[config.mk]
export PLATFORM = sky130hd
export DESIGN_NAME = led_breathe
export DESIGN_NICKNAME = d
export VERILOG_FILES = /design/src/rtl/led_pkg.sv /design/src/rtl/led_tri_duty.sv /design/src/rtl/led_breathe.sv
export SDC_FILE = /design/constraint.sdc
export NUM_CORES = 1
export LEC_CHECK = 0
export ABC_AREA = 1
export CAP_MARGIN = 0
export CORE_UTILIZATION = 60
export CTS_CLUSTER_DIAMETER = 120
export CTS_CLUSTER_SIZE = 8
export DETAILED_ROUTE_END_ITERATION = 7
export GPL_TIMING_DRIVEN = 0
export PLACE_DENSITY = 0.82
export REMOVE_ABC_BUFFERS = 1
export SLEW_MARGIN = 10
export SYNTH_ARGS = -nofsm -noshare
export SYNTH_HDL_FRONTEND = slang
export SYNTH_SLANG_ARGS = --single-unit
export TNS_END_PERCENT = 1
[constraint.sdc]
create_clock -name Clk_i -period 6.7 [get_ports Clk_i]
set_input_delay 1.34 -clock Clk_i [delete_from_list [all_inputs] [get_ports Clk_i]]
set_output_delay 1.34 -clock Clk_i [all_outputs]
set_load 0.03 [all_outputs]
[src/rtl/led_pkg.sv]
// Shared constants for the LED breathing output stage.
// Mode encodings and default PWM / prescaler sizing.
package led_pkg;

  localparam logic [1:0] LED_MODE_OFF     = 2'b00;
  localparam logic [1:0] LED_MODE_CNT     = 2'b01;
  localparam logic [1:0] LED_MODE_BREATHE = 2'b10;
  localparam logic [1:0] LED_MODE_CHASE   = 2'b11;

  localparam int LED_PWM_BITS    = 8;
  localparam int LED_STEP_CYCLES = 390625;

endpackage

[src/rtl/led_tri_duty.sv]
// Phase plus offset folded into a triangle-wave duty value.
// Top half of the phase circle mirrors the bottom half.
module led_tri_duty
  import led_pkg::*;
#(
  parameter int PWM_BITS = LED_PWM_BITS
) (
  input  logic [PWM_BITS:0]   phase,
  input  logic [PWM_BITS:0]   offset,
  output logic [PWM_BITS-1:0] duty
);

  logic [PWM_BITS:0] p;

  always_comb begin
    p    = phase + offset;
    duty = p[PWM_BITS] ? ~p[PWM_BITS-1:0]
                       :  p[PWM_BITS-1:0];
  end

endmodule

[src/rtl/led_breathe.sv]
// LED output stage: off, counter pass-through,
// breathing and quarter-period chase breathing.
module led_breathe
  import led_pkg::*;
#(
  parameter int PWM_BITS    = LED_PWM_BITS,
  parameter int STEP_CYCLES = LED_STEP_CYCLES,
  parameter int NUM_LEDS    = 4
) (
  input  logic                Clk_i,
  input  logic                Nreset_i,
  input  logic                Enable_i,
  input  logic [1:0]          Mode_i,
  input  logic [3:0]          Cnt_i,
  output logic [NUM_LEDS-1:0] Led_o,
  output logic                Step_o
);

  localparam int SW = $clog2(STEP_CYCLES);
  localparam logic [SW-1:0] STEP_LAST =
    SW'(STEP_CYCLES - 1);

  logic [1:0]          mode_q;
  logic [SW-1:0]       step_ctr;
  logic [PWM_BITS:0]   phase;
  logic [PWM_BITS-1:0] pwm_ctr;
  logic                mode_chg;
  logic                active;
  logic                tick;
  logic [NUM_LEDS-1:0] pwm_lit;
  logic [NUM_LEDS-1:0] led_d;

  assign mode_chg = (Mode_i != mode_q);
  assign active   = Enable_i & mode_q[1];
  assign tick     = active & (step_ctr == STEP_LAST);

  always_ff @(posedge Clk_i or negedge Nreset_i) begin
    if (!Nreset_i) begin
      mode_q   <= LED_MODE_OFF;
      step_ctr <= '0;
      phase    <= '0;
    end else begin
      mode_q <= Mode_i;
      // A mode switch restarts the ramp even if a step fires now
      if (mode_chg) begin
        step_ctr <= '0;
        phase    <= '0;
      end else if (active) begin
        step_ctr <= tick ? '0 : step_ctr + 1'b1;
        if (tick)
          phase <= phase + 1'b1;
      end
    end
  end

  always_ff @(posedge Clk_i or negedge Nreset_i) begin
    if (!Nreset_i)
      pwm_ctr <= '0;
    else if (Enable_i)
      pwm_ctr <= pwm_ctr + 1'b1;
  end

  for (genvar k = 0; k < NUM_LEDS; k++) begin : g_led
    localparam logic [PWM_BITS:0] OFS =
      (PWM_BITS+1)'(k * (2 ** (PWM_BITS - 1)));
    logic [PWM_BITS:0]   offset;
    logic [PWM_BITS-1:0] duty;

    assign offset = Mode_i[0] ? OFS : '0;

    led_tri_duty #(
      .PWM_BITS(PWM_BITS)
    ) u_duty (
      .phase (phase),
      .offset(offset),
      .duty  (duty)
    );

    assign pwm_lit[k] = (pwm_ctr < duty);
  end

  always_comb begin
    led_d = '0;
    unique case (1'b1)
      !Enable_i:
        led_d = '0;
      Enable_i && (Mode_i == LED_MODE_CNT):
        led_d = NUM_LEDS'(Cnt_i);
      Enable_i && Mode_i[1]:
        led_d = pwm_lit;
      default:
        led_d = '0;
    endcase
  end

  always_ff @(posedge Clk_i or negedge Nreset_i) begin
    if (!Nreset_i) begin
      Led_o  <= '0;
      Step_o <= 1'b0;
    end else begin
      Led_o  <= led_d;
      Step_o <= tick;
    end
  end

endmodule

Word-level counts from Yosys, hierarchy flattened
Index checks and enable logic that the tools add are counted.
W data, S select, Z words.
{"block": "classes", "n_addsub": 6, "magnitude_cmp": 4, "n_eq_ne": 3, "n_mux": 14, "bitwise_logic": 6, "reduce_logical": 5}
{"cell": "$mux W19", "n": 3}
{"cell": "$mux W9", "n": 5}
{"cell": "$mux W8", "n": 5}
{"cell": "$lt A8 B8 Y1", "n": 4}
{"cell": "$not A8 Y8", "n": 4}
{"cell": "$add A19 B1 Y19 const B", "n": 1}
{"cell": "$eq A19 B19 Y1 const B", "n": 1}
{"cell": "$add A9 B9 Y9", "n": 2}
{"cell": "$add A9 B1 Y9 const B", "n": 1}
{"cell": "$add A9 B8 Y9", "n": 1}
{"cell": "$add A8 B1 Y8 const B", "n": 1}
{"cell": "$pmux W4 S2", "n": 1}
{"cell": "$reduce_bool A2 Y1", "n": 2}
{"cell": "$and A1 B1 Y1", "n": 2}
{"cell": "$eq A2 B1 Y1 const B", "n": 1}
{"cell": "$logic_and A1 B1 Y1", "n": 2}
{"cell": "$ne A2 B2 Y1", "n": 1}
{"cell": "$reduce_and A2 Y1", "n": 1}
{"block": "word_totals", "regBits": 43, "input_bits": 9, "out_inout_bits": 5, "elab_cells": 44}

Depth between registers and ports, before layout
Gate-level depths: netlist (run 1).
{"block": "depth", "ltp_word": 6, "mapped_depth": 14, "ltp_nobuf": 14}

Cells and area by module
Synthesis (run 1) repeated with hierarchy kept, for this count alone.
{"block": "hier_totals", "hier_cells": 893, "hier_area_um2": 5574.1}
{"mod": "led_breathe", "instances": 1, "cells_per_inst": 449, "area_per_inst_um2": 3201.8, "seq_area_each_um2": 1076.0}
{"mod": "led_tri_duty", "instances": 4, "cells_per_inst": 111, "area_per_inst_um2": 593.1, "seq_area_each_um2": 0.0}

Worst setup path before layout (run 1)
OpenSTA, ideal clock, no wires.
{"block": "synth_path", "kind": "input-to-reg", "startpoint": "input port Mode_i[0]", "endpoint": "register Led_o[3]", "setup_ns": 0.066, "arrival_ns": 3.073, "t_required_ns": 6.634, "slack_ns": 3.561, "stages": 12, "n_path_buf": 0, "path_cell_list": "ha_1 > inv_1 > nand2_1 > nand2_2 > xor2_2 > xnor2_1 > ha_1 > a211oi_1 > nand2_1 > a31oi_1 > nand2_1 > nand2_1"}
{"block": "synth_via", "elab_chain_len": 6, "word_cells_on_any_way": 8}
{"element": "from (decl)", "line_no": "led_breathe.sv:13", "source": "input logic [1:0] Mode_i,"}
{"element": "$mux W9", "line_no": "led_breathe.sv:69", "source": "assign offset = Mode_i[0] ? OFS : '0;"}
{"element": "$add A9 B9 Y9", "line_no": "led_tri_duty.sv:16", "source": "p = phase + offset;"}
{"element": "$not A8 Y8", "line_no": "led_tri_duty.sv:17", "source": "duty = p[PWM_BITS] ? ~p[PWM_BITS-1:0]"}
{"element": "$mux W8", "line_no": "led_tri_duty.sv:17"}
{"element": "$lt A8 B8 Y1", "line_no": "led_breathe.sv:79", "source": "assign pwm_lit[k] = (pwm_ctr < duty);"}
{"element": "$pmux W4 S2 *", "line_no": "led_breathe.sv:84", "source": "unique case (1'b1)"}
{"element": "named net led_d[3]", "line_no": "led_breathe.sv:31", "source": "logic [NUM_LEDS-1:0] led_d;"}
{"element": "to (signal assigned)", "line_no": "led_breathe.sv:101", "source": "Led_o <= led_d;"}
{"element": "to (decl)", "line_no": "led_breathe.sv:15", "source": "output logic [NUM_LEDS-1:0] Led_o,"}
Mark *: on every way through the listed nets, which the timed path passes. The rest lies on a longest branch.
A chain may end at the register's enable or synchronous reset.

Final worst setup path (run 1)
Same ends and word-level chain as after synthesis.

==> run summary, run 1 <==
======================================================================================================
Average cell area after synthesis                                                             8.15 µm²
#FFs+latches synth                                                                                  43
Max-cap check violation count                                                                        0
Routed wire per std cell                                                                       13.9 µm
Outcome                                                                                   finished clean
Summed instance area of the synthesized netlist                                            0.00323 mm²
Worst setup SP type                                                                          input pin
Wire length of the first global-routing pass                                                  11200 µm
Hold violation total from the final report                                                           0
Maximum achievable frequency                                                                   249 MHz
I/O pin count                                                                                       14
Crit share post-route                                                                            0.598
CTS root buffer                                                                           sky130_fd_sc_hd__clkbuf_8
Worst slew slack as a fraction of its limit                                                      0.492
DP Wirelength                                                                                  5070 µm
Number of buffers created by CTS                                                                     5
Placeable core region                                                                      0.00514 mm²
Largest driver fanout on the critical path                                                           9
Proportion of layout cells with a drive suffix above 1                                          0.0764
TritonCTS sink count                                                                                43
Number of antenna-violating nets in the routed design                                                0
Maximum number of pins on one net before global-route repair                                        33
Clock transition at the register clock pins on the worst setup and hold paths after CTS        0.10 ns
Detailed-routing iteration count for the pre-antenna-repair pass                                     4
FF-to-FF setup slack                                                                           3.96 ns
Initial standard-cell utilization of the core                                                    0.628
Overall routed net length                                                                      6640 µm
EDFF count, synth                                                                                    0
Routability Congestion                                                                           0.834
Hold buffer count at cts                                                                             0
GR Util All Layers                                                                               0.262
Max clock buf depth                                                                                  2
Fraction of post-synthesis cell area in the top cell type by area                                0.333
Via count of the first global-routing pass                                                        2474
Start of the worst register-to-register path                                              phase[8]$_DFFE_PN0P_
Synth Instances                                                                                    396
WP data arrival                                                                                4.27 ns
Diodes inserted                                                                                      0
Ranking of synthesized cells by instance count                                            sky130_fd_sc_hd__nand2_1, sky130_fd_sc_hd__inv_1, sky130_fd_sc_hd__dfrtp_1, sky130_fd_sc_hd__ha_1, sky130_fd_sc_hd__xor2_1
Worst hold-check path type                                                                     reg2reg
Setup violation total in the final timing report                                                     0
Post-route clock skew                                                                       0.00885 ns
Launch point of the critical path                                                            Mode_i[0]
Cell count of the worst reg-to-reg path                                                             11
Post-cts sizing count                                                                                0
Top area cells in the synthesized netlist                                                 sky130_fd_sc_hd__dfrtp_1, sky130_fd_sc_hd__ha_1, sky130_fd_sc_hd__nand2_1
Clock latency on the worst-skew pair                                                           0.31 ns
Synth async-reset ratio                                                                           1.00
Layout net count                                                                                   447
Overall via count from detail_route                                                               2658
Depth of the CTS H-tree                                                                              2
Critical Path Sink                                                                        Led_o[3]$_DFF_PN0_
Transition time of the tightest slew-check pin                                                0.755 ns
Dominant cell type by area after synthesis                                                sky130_fd_sc_hd__dfrtp_1
Post-route setup TNS                                                                              0 ns
Port bufs                                                                                           13
Count of unique library cells instantiated by Yosys                                                 36
Period minus WS final                                                                          4.01 ns
Unrepaired setup endpoints after global routing                                                     no
Start point of the worst min-delay path                                                   pwm_ctr[0]$_DFFE_PN0P_
Iteration-0 DRC Markers                                                                            238
Post-CTS Setup Inserts                                                                               0
Growth of design area from synthesis to finish                                                   7.87%
Capture point of the worst reg-to-reg path                                                Led_o[3]$_DFF_PN0_
Core Rows                                                                                           26
Flip-flop cell with the highest count after synthesis                                     sky130_fd_sc_hd__dfrtp_1
Cell Area, Placed                                                                          0.00339 mm²
Warning count from the yosys run                                                                     0
Remaining Overflow, GRT                                                                              0
Critical path endpoint category                                                               register
Fin. max-slew vios                                                                                   0
CP required                                                                                    6.96 ns
Clock tree from TritonCTS                                                                        built
Area of the die                                                                            0.00568 mm²
Seq/Total Area, Yosys                                                                            0.333
Vias per std cell                                                                                 5.58
Cell leakage power                                                                             1.61 nW
Total Power                                                                                     771 µW
Most frequent cell after synthesis                                                        sky130_fd_sc_hd__nand2_1
Die X                                                                                          75.4 µm
Final cell area excluding filler cells                                                     0.00348 mm²
DRC violations left                                                                                  0
Number of antenna violations at the first check in global routing                                    0
Power Density                                                                               221 mW/mm²
Largest voltage drop on the vdd net                                                             241 µV
Height of the die                                                                              75.4 µm
Type of the worst setup path                                                                    in2reg
======================================================================================================
per-stage QoR:
step	utilization	hold WS (ns)	worst slack (ns)	cells
after floorplan	-	0.482	3.56	384
after global placement	0.657	0.502	2.56	467
after detailed placement	0.659	0.512	2.41	468
after CTS	0.678	0.527	2.73	476
after global routing	0.678	0.546	2.39	476
final	0.678	0.528	2.69	476
layer usage:
layer,track usage,vias up,routed length (µm)
li1,-,1326,-
met1,0.367,1238,3220
met2,0.407,80,2990
met3,0.0437,14,275
met4,0.103,0,156
met5,0,-,0
logic make-up after synthesis:
group / synth area share
fa+ha+maj: 0.128
compound gates: 0.0891
xor+xnor: 0.127
simple gates: 0.244
buf+inv: 0.0794
flops: 0.333
how the worst min path moves through the flow:
stage	end	slack (ns)	depth (start not counted)
final	pwm_ctr[0]$_DFFE_PN0P_	0.53	1
after detailed placement	pwm_ctr[0]$_DFFE_PN0P_	0.51	1
after global placement	step_ctr[15]$_DFFE_PN0P_	0.50	1
after global routing	pwm_ctr[0]$_DFFE_PN0P_	0.55	1
after CTS	pwm_ctr[0]$_DFFE_PN0P_	0.53	1
after floorplan	step_ctr[15]$_DFFE_PN0P_	0.48	1
critical path, stage by stage:
cell and delay [ns]:
sky130_fd_sc_hd__clkdlybuf4s50_1 0.79, sky130_fd_sc_hd__ha_1 0.31, sky130_fd_sc_hd__nand2_1 0.10, sky130_fd_sc_hd__nand2_2 0.27, sky130_fd_sc_hd__xor2_2 0.29, sky130_fd_sc_hd__xnor2_1 0.16
sky130_fd_sc_hd__ha_1 0.29, sky130_fd_sc_hd__a211oi_1 0.32, sky130_fd_sc_hd__nand2_1 0.09, sky130_fd_sc_hd__a31oi_1 0.14, sky130_fd_sc_hd__nand2_1 0.08, sky130_fd_sc_hd__nand2_1 0.06
power by group:
part / switching, mW / leakage (nW) / internal, mW / total (mW)
Clock: 0.104 / 0.0443 / 0.0747 / 0.179
Combinational: 0.149 / 0.981 / 0.111 / 0.260
Sequential: 0.0452 / 0.580 / 0.286 / 0.331
final cells by class:
cell class | count | area, µm²
sequential | 43 | 1080
multi-input combinational | 294 | 1900
clock buffer | 5 | 68.8
clock inverter | 3 | 25.0
tap | 70 | 87.6
timing repair buffer | 14 | 145
fill | 429 | 1660
inverter | 47 | 184
state kept, by name, indices dropped and copies added (netlist names):
| register | flops |
|---|---|
| step_ctr | 19 |
| pwm_ctr | 8 |
| Step_o | 1 |
| mode_q | 2 |
| Led_o | 4 |
| phase | 9 |
layout by cell type, fill, tap and decap left out, types with 2 or more instances in the layout:
| cell | instances |
|---|---|
| sky130_fd_sc_hd__a211oi_1 | 2 |
| sky130_fd_sc_hd__a21oi_1 | 23 |
| sky130_fd_sc_hd__a31oi_1 | 2 |
| sky130_fd_sc_hd__clkbuf_8 | 5 |
| sky130_fd_sc_hd__clkdlybuf4s50_1 | 12 |
| sky130_fd_sc_hd__clkinv_4 | 2 |
| sky130_fd_sc_hd__dfrtp_1 | 43 |
| sky130_fd_sc_hd__ha_1 | 33 |
| sky130_fd_sc_hd__inv_1 | 44 |
| sky130_fd_sc_hd__nand2_1 | 80 |
| sky130_fd_sc_hd__nand2_2 | 6 |
| sky130_fd_sc_hd__nand2_4 | 4 |
| sky130_fd_sc_hd__nand3_1 | 20 |
| sky130_fd_sc_hd__nand4_1 | 15 |
| sky130_fd_sc_hd__nor2_1 | 17 |
| sky130_fd_sc_hd__nor2_2 | 2 |
| sky130_fd_sc_hd__nor3_1 | 12 |
| sky130_fd_sc_hd__nor3_2 | 2 |
| sky130_fd_sc_hd__nor4_1 | 4 |
| sky130_fd_sc_hd__o21a_1 | 3 |
| sky130_fd_sc_hd__o21ai_0 | 12 |
| sky130_fd_sc_hd__o21ai_1 | 3 |
| sky130_fd_sc_hd__o31ai_1 | 4 |
| sky130_fd_sc_hd__xnor2_1 | 17 |
| sky130_fd_sc_hd__xor2_1 | 26 |
(Power assumes the default switching activity.)
==> inputs of run 2 (changes only) <==
--- a/config.mk
+++ b/config.mk
@@ -7,12 +7,12 @@
 export LEC_CHECK = 0
 export ABC_AREA = 1
 export CAP_MARGIN = 0
-export CORE_UTILIZATION = 60
+export CORE_UTILIZATION = 55
 export CTS_CLUSTER_DIAMETER = 120
 export CTS_CLUSTER_SIZE = 8
 export DETAILED_ROUTE_END_ITERATION = 7
 export GPL_TIMING_DRIVEN = 0
-export PLACE_DENSITY = 0.82
+export PLACE_DENSITY = 0.79
 export REMOVE_ABC_BUFFERS = 1
 export SLEW_MARGIN = 10
 export SYNTH_ARGS = -nofsm -noshare
==> constraint.sdc (replaced) <==
create_clock -name Clk_i -period 3.6 [get_ports Clk_i]
set_input_delay 0.72 -clock Clk_i [delete_from_list [all_inputs] [get_ports Clk_i]]
set_output_delay 0.72 -clock Clk_i [all_outputs]
set_load 0.03 [all_outputs]
==> run 2 against run 1 <==
Via count down 0.90%. Sequential power up 87%. Clock power up 76%. Combinational power up 85%. Global-route usage down 1.7 points. Final area down 0.18%. Wire length up 0.50%.
==> run summary, run 2 (synthesis gave the netlist of run 1 again) <==
======================================================================================================
CTS root buffer                                                                           sky130_fd_sc_hd__clkbuf_8
Critical path endpoint category                                                               register
Power Density                                                                               406 mW/mm²   +84%
Unrepaired setup endpoints after global routing                                                     no
Post-CTS Setup Inserts                                                                               0   unchanged
Clock tree from TritonCTS                                                                        built
TritonCTS sink count                                                                                43   unchanged
Diodes inserted                                                                                      0   unchanged
Hold violation total from the final report                                                           0   unchanged
DP Wirelength                                                                                  5060 µm   -0.18%
Setup Slack @ Placement                                                                     -0.0158 ns   -2.42 ns
Wire length of the first global-routing pass                                                  11800 µm   +5.1%
DRC violations left                                                                                  0   unchanged
Setup violation total in the final timing report                                                     0   unchanged
Growth of design area from synthesis to finish                                                   7.67%
Outcome                                                                                   finished clean
Largest driver fanout on the critical path                                                           9   unchanged
Most frequent cell on the critical path                                                   sky130_fd_sc_hd__nand2_1
Remaining Overflow, GRT                                                                              0   unchanged
Number of antenna violations at the first check in global routing                                    0   unchanged
Number of buffers created by CTS                                                                     5   unchanged
Cell leakage power                                                                             1.60 nW   -0.20%
Final Util                                                                                       0.624   -0.0539
Placeable core region                                                                      0.00557 mm²   +8.4%
Routed wire per std cell                                                                       14.0 µm   about the same
Transition time of the tightest slew-check pin                                                0.636 ns   -0.119 ns
Total Power                                                                                    1.41 mW   +83%
Max clock buf depth                                                                                  2   unchanged
Overall routed net length                                                                      6670 µm   +0.50%
Largest registers                                                                         step_ctr x19, phase x9, pwm_ctr x8
Most flops, register                                                                          step_ctr
GR Util All Layers                                                                               0.245   -0.0170
Initial standard-cell utilization of the core                                                    0.579   -0.0489
Post-route setup TNS                                                                              0 ns   unchanged
Period minus WS final                                                                          3.30 ns
Worst setup SP type                                                                          input pin
CP required                                                                                    3.85 ns   -3.11 ns
Post-route clock skew                                                                       0.00815 ns   -0.000706 ns
Proportion of layout cells with a drive suffix above 1                                          0.0739   -0.00246
Max-cap check violation count                                                                        0   unchanged
Core Rows                                                                                           27   +3.8%
Number of antenna-violating nets in the routed design                                                0   unchanged
Library cell contributing the largest single delay on the critical path                   sky130_fd_sc_hd__clkdlybuf4s50_1
Vias per std cell                                                                                 5.51   -1.3%
Hold buffer count at cts                                                                             0   unchanged
Clock latency on the worst-skew pair                                                           0.31 ns   about the same
Highest-count cells in the layout ignoring fill and taps                                  sky130_fd_sc_hd__nand2_1, sky130_fd_sc_hd__inv_1, sky130_fd_sc_hd__dfrtp_1, sky130_fd_sc_hd__ha_1, sky130_fd_sc_hd__xor2_1
Die X                                                                                          78.6 µm   +4.3%
Post-cts sizing count                                                                                0   unchanged
Clock transition at the register clock pins on the worst setup and hold paths after CTS        0.08 ns   -0.02 ns
Crit share post-route                                                                            0.916
Port bufs                                                                                           13   unchanged
Fin. max-slew vios                                                                                   0   unchanged
Type of the worst setup path                                                                    in2reg
Worst hold-check path type                                                                    in2async
Leading cell type in the layout, fill and taps excluded                                   sky130_fd_sc_hd__nand2_1
Overall via count from detail_route                                                               2634   -0.90%
Maximum achievable frequency                                                                   303 MHz
Critical path, cell by cell                                                               clkdlybuf4s50_1 > ha_1 > nand2_1 > nand2_2 > xor2_2 > xnor2_1 > ha_1 > a211oi_1 > nand2_1 > a31oi_1 > nand2_1 > nand2_1
Largest incremental delay on the critical path                                                 0.77 ns   -0.02 ns
WP data arrival                                                                                3.54 ns   -0.73 ns
Height of the die                                                                              78.6 µm   +4.3%
Via count of the first global-routing pass                                                        2515   +1.7%
Depth of the CTS H-tree                                                                              2   unchanged
Routability Congestion                                                                           0.858   +2.8%
Detailed-routing iteration count for the pre-antenna-repair pass                                     6   +2
Maximum number of pins on one net before global-route repair                                        34   +3.0%
I/O pin count                                                                                       14   unchanged
Worst slew slack as a fraction of its limit                                                      0.573   +0.0806
Area of the die                                                                            0.00618 mm²   +8.8%
Largest voltage drop on the vdd net                                                             277 µV   +15%
Layout net count                                                                                   447   unchanged
Iteration-0 DRC Markers                                                                            230   -3.4%
Worst path bufs/invs                                                                                 1   unchanged
Delay-heaviest family, CP                                                                 buffers and inverters
Flip-flop count of the largest register after layout                                                19   unchanged
Smallest setup slack after layout                                                             0.304 ns   -2.39 ns
======================================================================================================
==> run 2: power breakdown <==
| part | total [mW] | leakage [nW] | internal (mW) | switching, mW |
|---|---|---|---|---|
| Clock | 0.315 | 0.0412 | 0.136 | 0.179 |
| Sequential | 0.618 | 0.580 | 0.532 | 0.0854 |
| Combinational | 0.480 | 0.981 | 0.207 | 0.273 |
==> run 2: final cells by class <==
type                            count  area (µm²)
Tap cell                           72        90.1
Clock inverter                      2        12.5
Timing Repair Buffer               14         145
Multi-Input combinational cell    294        1900
Inverter                           47         184
Fill cell                         490        2100
Clock buffer                        6        72.6
Sequential cell                    43        1080
==> run 2: final timing paths <==
| path | start | end | slack (ns) | cells after the start |
|---|---|---|---|---|
| hold / removal | Nreset_i | pwm_ctr[6]$_DFFE_PN0P_ | 0.28 | 1 |
| min in group Clk_i | pwm_ctr[0]$_DFFE_PN0P_ | pwm_ctr[0]$_DFFE_PN0P_ | 0.53 | 1 |
| setup reg to reg | phase[8]$_DFFE_PN0P_ | Led_o[3]$_DFF_PN0_ | 0.93 | 11 |
| max in group asynchronous | Nreset_i | phase[2]$_DFFE_PN0P_ | 2.85 | 2 |
| hold reg to reg | pwm_ctr[0]$_DFFE_PN0P_ | pwm_ctr[0]$_DFFE_PN0P_ | 0.53 | 1 |
| setup / recovery | Mode_i[0] | Led_o[3]$_DFF_PN0_ | 0.30 | 12 |
==> run 2: per-layer routing <==
layer,global-route usage,routed length [µm],up-vias
li1,-,-,1328
met1,0.340,3260,1227
met2,0.384,2940,69
met3,0.0465,380,10
met4,0.0759,90,0
met5,0,0,-
==> run 2: through the flow <==
stage | hold slack (ns) | cell area, µm² | std cells
CTS | 0.279 | 3480 | 478
finish | 0.282 | 3480 | 478
detailed placement | 0.518 | 3390 | 470
floorplan | 0.424 | 3160 | 384
global placement | 0.503 | 3380 | 469
global route | 0.299 | 3480 | 478
==> run 2: worst reg2reg max path, stage by stage, from the launching register on <==
cell	delay, ns
sky130_fd_sc_hd__dfrtp_1	0.74
sky130_fd_sc_hd__inv_1	0.18
sky130_fd_sc_hd__nand2_1	0.14
sky130_fd_sc_hd__nand2_2	0.18
sky130_fd_sc_hd__xor2_2	0.32
sky130_fd_sc_hd__xnor2_1	0.16
sky130_fd_sc_hd__ha_1	0.29
sky130_fd_sc_hd__a211oi_1	0.25
sky130_fd_sc_hd__nand2_1	0.07
sky130_fd_sc_hd__a31oi_1	0.14
sky130_fd_sc_hd__nand2_1	0.09
sky130_fd_sc_hd__nand2_1	0.06
